==> config.mk <==
export PLATFORM = sky130hd
export DESIGN_NAME = add8_serial
export DESIGN_NICKNAME = d
export VERILOG_FILES = /design/src/rtl/add8_serial.sv
export SDC_FILE = /design/constraint.sdc
export NUM_CORES = 1
export LEC_CHECK = 0
export ABC_AREA = 0
export BUFFER_PORTS_ARGS = -buffer_cell sky130_fd_sc_hd__buf_2
export CORE_MARGIN = 2
export CORE_UTILIZATION = 47
export DETAILED_ROUTE_END_ITERATION = 8
export GPL_ROUTABILITY_DRIVEN = 0
export GPL_TIMING_DRIVEN = 0
export PLACE_DENSITY = 0.8
export SLEW_MARGIN = 20
export SYNTH_ARGS = -nofsm -noshare
export SYNTH_HDL_FRONTEND = slang
export SYNTH_SLANG_ARGS = --single-unit
==> constraint.sdc <==
create_clock -name clk -period 2.71 [get_ports clk]
set_clock_uncertainty 0.05 [all_clocks]
set_input_delay 0.271 -clock clk [delete_from_list [all_inputs] [get_ports clk]]
set_output_delay 0.271 -clock clk [all_outputs]
set_load 0.02 [all_outputs]
==> src/rtl/add8_serial.sv <==
// Nibble-serial adder: one 4-bit slice walks the operands LSB first and
// takes WIDTH/4 cycles per sum.
module add8_serial #(
  parameter int WIDTH = 8
) (
  input  logic             clk,
  input  logic             rst_n,
  input  logic             start,
  input  logic [WIDTH-1:0] A,
  input  logic [WIDTH-1:0] B,
  input  logic             Ci,
  output logic             busy,
  output logic             done,
  output logic [WIDTH-1:0] F,
  output logic             Co,
  output logic             V
);

  localparam int NIB = WIDTH / 4;
  localparam int IW  = (NIB > 1) ? $clog2(NIB) : 1;
  localparam logic [IW-1:0] LAST_IDX = IW'(NIB - 1);

  typedef enum logic {IDLE, RUN} state_t;

  state_t           state_q, state_d;
  logic [IW-1:0]    idx_q, idx_d;
  logic             carry_q, carry_d;
  logic [WIDTH-1:0] opA_q, opA_d;
  logic [WIDTH-1:0] opB_q, opB_d;
  logic [WIDTH-1:0] sum_q, sum_d;
  logic [WIDTH-1:0] f_q, f_d;
  logic             co_q, co_d;
  logic             v_q, v_d;
  logic             busy_q, busy_d;
  logic             done_q, done_d;

  logic [3:0] sliceA, sliceB;
  logic [3:0] lowAdd;
  logic [1:0] msbAdd;

  // The slice is split at bit 3 so the carry into the MSB is visible for overflow.
  assign sliceA = opA_q[{idx_q, 2'b00} +: 4];
  assign sliceB = opB_q[{idx_q, 2'b00} +: 4];
  assign lowAdd = {1'b0, sliceA[2:0]} + {1'b0, sliceB[2:0]} + {3'b000, carry_q};
  assign msbAdd = {1'b0, sliceA[3]} + {1'b0, sliceB[3]} + {1'b0, lowAdd[3]};

  always_comb begin
    state_d = state_q;
    idx_d   = idx_q;
    carry_d = carry_q;
    opA_d   = opA_q;
    opB_d   = opB_q;
    sum_d   = sum_q;
    f_d     = f_q;
    co_d    = co_q;
    v_d     = v_q;
    done_d  = 1'b0;
    unique case (state_q)
      IDLE: begin
        if (start) begin
          opA_d   = A;
          opB_d   = B;
          carry_d = Ci;
          idx_d   = '0;
          sum_d   = '0;
          state_d = RUN;
        end
      end
      RUN: begin
        sum_d[{idx_q, 2'b00} +: 4] = {msbAdd[0], lowAdd[2:0]};
        carry_d = msbAdd[1];
        if (idx_q == LAST_IDX) begin
          idx_d   = '0;
          f_d     = sum_d;
          co_d    = msbAdd[1];
          v_d     = lowAdd[3] ^ msbAdd[1];
          done_d  = 1'b1;
          state_d = IDLE;
        end else begin
          idx_d = idx_q + 1'b1;
        end
      end
      default: state_d = IDLE;
    endcase
    busy_d = (state_d == RUN);
  end

  always_ff @(posedge clk) begin
    if (!rst_n) begin
      state_q <= IDLE;
      idx_q   <= '0;
      carry_q <= 1'b0;
      opA_q   <= '0;
      opB_q   <= '0;
      sum_q   <= '0;
      f_q     <= '0;
      co_q    <= 1'b0;
      v_q     <= 1'b0;
      busy_q  <= 1'b0;
      done_q  <= 1'b0;
    end else begin
      state_q <= state_d;
      idx_q   <= idx_d;
      carry_q <= carry_d;
      opA_q   <= opA_d;
      opB_q   <= opB_d;
      sum_q   <= sum_d;
      f_q     <= f_d;
      co_q    <= co_d;
      v_q     <= v_d;
      busy_q  <= busy_d;
      done_q  <= done_d;
    end
  end

  assign busy = busy_q;
  assign done = done_q;
  assign F    = f_q;
  assign Co   = co_q;
  assign V    = v_q;

endmodule

==> impl_metrics.csv <==
group,metric,value,unit
outcome,outcome,"complete, no violations",
placed_design,dp_hpwl,2090,um
clocking,htree_levels,2,
floorplan,die_h,61.1,um
min_path,hold_class,"in -> reg",
timing,maxSlewHeadroom,75.8,%
synthesis,yosysTopAreaCellShare,44.4,%
timing,post-route-min-period,2.61,ns
setup_path,arrival,2.79,ns
synthesis,async_flop_share,0,%
floorplan,rows,20,
setup_path,path_buf_inv,1,
global_route,grt_overflow,0,
clocking,cts_sinks,34,
synthesis,avgSynthCellArea,9.02,um2
synthesis,syn_nets,195,
route,first_iter_violations,40,
timing,fin_hold_ws,0.100,ns
setup_path,cpPeakStageDelay,0.41,ns
layout,design_area,1840,um2
floorplan,die_w,61.1,um
synthesis,synth.ff_latch_count,34,
layout,utilization,59.9,%
route,ant_nets,0,
route,route.detailed.drc,0,
layout,area.growth.synth_to_final,20.2,%
timing,setup_viol,0,
clocking,clk_pin_slew,0.10,ns
setup_path,cp_cell_sequence,"buf_6 > mux2_2 > fa_2 > nand3_4 > nand2_1 > fa_2 > and4_4 > and3_1 > a311o_1",
synthesis,yosys_warnings,0,
floorplan,fp.dieArea,3730,um2
clocking,cts_buffer_depth,2,
placed_design,dp.cells,245,
synthesis,synthFlopType,"dfxtp_1",
synthesis,synth_commonest_cells,"nand2_1, dfxtp_1, a21oi_1",
setup_path,crit_path_start_kind,"register",
synthesis,synth.most_common_cell,"nand2_1",
route,routedWlPerCell,11.9,um
timing,max_clock_freq,383,MHz
synthesis,ys_seq_area_share,44.4,%
clocking,clk_latency,0.34,ns
synthesis,yosys.area.top_type,"dfxtp_1",
setup_path,endpoint_kind,"register",
pwr,ir_drop,0.000283,V
placed_design,place_area,1750,um2
floorplan,core_area,3080,um2
clocking,cts_tree,"done",
timing,hold_viol,0,
setup_path,cpMaxStageDelayCell,"fa_2",
timing,worstMarginPinSlew,0.363,ns
flow_run,max_cap_violations,0,
synthesis,synth_cells,170,
route,dr_total_vias,1223,
layout,layout.nets,235,
setup_path,critPathMostFrequentCell,"fa_2",
global_route,antenna_found_initial,0,
global_route,grt_max_degree,11,
setup_path,critPathKind,"reg -> reg",
clocking,numCtsBuffers,5,
global_route,grt_pass1_wl,5350,um
layout,layout-drive-gt1-share,34.3,%
synthesis,synth-edff-count,0,
global_route,grt_usage,19.8,%
placed_design,portBuffers,31,
pwr,p_leak,0.790,nW
setup_path,required,2.89,ns
route,dr.pass1.iters,4,
synthesis,synth_area_leaders,"dfxtp_1, nand2_1, mux2_2",
timing,fin_crit_sh,96.3,%
pwr,powerDensity,515,nW/um2
route,via_per_inst,4.81,
timing,slew_viol_final,0,
clocking,postCtsHoldBufs,0,
layout,num_antenna_cells,0,
global_route,grt_pass1_vias,1215,
setup_path,critPathTopFamily,"adder cells",
synthesis,syn_area,1530,um2
floorplan,ios,32,
timing,fin_tns_setup,0,ns
clocking,clockRootBuffer,"clkbuf_4",
synthesis,ys_types,28,
layout,final_cells,254,
setup_path,path_max_fanout,10,
route,finalWirelength,3020,um
floorplan,start_util,49.8,%
## through the flow
| step | total power [mW] | setup slack [ns] |
|---|---|---|
| 5_1_grt | 1.01 | -0.00406 |
| 4_1_cts | 0.955 | 0.0246 |
| 6_report | 0.950 | 0.101 |
| 2_1_floorplan | 0.652 | 0.0106 |
| 3_3_place_gp | 0.691 | -0.184 |
| 3_5_place_dp | 0.693 | -0.198 |
## final timing paths
path	startpoint	cells after the start	slack, ns	end
max	idx_q	9	0.10	V
min	A[1]	3	0.10	opA_q[1]
max reg2reg	idx_q	9	0.10	V
min reg2reg	opB_q[5]	2	0.40	opB_q[5]
## metal layers
metal	up-vias	routed length (um)	share of wire, %	track usage [%]
met4	0	68	2.2	9.94
li1	643	-	-	-
met5	-	0	0	0
met2	21	1420	47	29.9
met3	8	150	5.0	7.35
met1	551	1390	46	24.7
## registers in the layout (all words and copies together), names as in the netlist
signal,count
busy,1
idx_q,1
Co,1
sum_q,4
V,1
opA_q,8
F,8
done,1
opB_q,8
carry_q,1
## power by group
| part | switching [mW] | leakage, nW | internal [mW] | total (mW) |
|---|---|---|---|---|
| clock network | 0.165 | 0.0308 | 0.0931 | 0.258 |
| registers | 0.0129 | 0.278 | 0.522 | 0.535 |
| logic | 0.0839 | 0.481 | 0.0728 | 0.157 |
## worst register-to-register path, stage by stage, from the launching register on
cell and delay [ns]:
dfxtp_4 0.39, buf_6 0.15, mux2_2 0.37, fa_2 0.41, nand3_4 0.12, nand2_1 0.08, fa_2 0.36, and4_4 0.15
and3_1 0.18, a311o_1 0.26
## cells in the final DEF (no fill, tap or decap)
cell type  count
a21boi_0       2
a21oi_2        1
nand3_4        1
mux2i_1        1
ha_2           1
nand2b_1       2
and2_1         1
nand2_2        1
nand3_2        1
nand2_1       55
buf_6          5
fa_1           1
inv_1          1
a311o_1        1
a2111oi_4      1
fa_2           2
and3_1         2
clkbuf_4       5
a21oi_1       16
nand3_1        3
a21oi_4        1
clkbuf_1       1
clkinv_2       2
xor2_1         1
buf_4          4
a21boi_1      12
ha_1           1
clkbuf_2       1
nor2_1         3
and4_4         1
mux2_2         9
dfxtp_1       33
nor2b_1        2
buf_2         35
dfxtp_4        1
## final cells by class
class                           instances  area (um2)
Timing Repair Buffer                   33         170
Multi-Input combinational cell        122         782
Sequential cell                        34         684
Clock buffer                            5        37.5
Inverter                                1        3.75
Fill cell                             279        1230
Buffer                                 13         100
Tap cell                               44        55.1
Clock inverter                          2        10.0
## timing repair
action | CTS | global route
cloned | 0 | 0
resized for setup | 4 | 3
setup buffers | 1 | 1
setup endpoints to repair | 1 | 1
endpoints found under the hold margin | 0 | 0
pin swaps | 1 | 1
## logic make-up after synthesis
kind of cell | synth area share [%]
fa+ha+maj | 5.55
buf+inv | 6.37
flops | 44.4
compound gates | 15.7
simple gates | 20.2
xor+xnor | 0.572
mux | 7.27
Note: power is estimated with default switching activity, not from simulation.
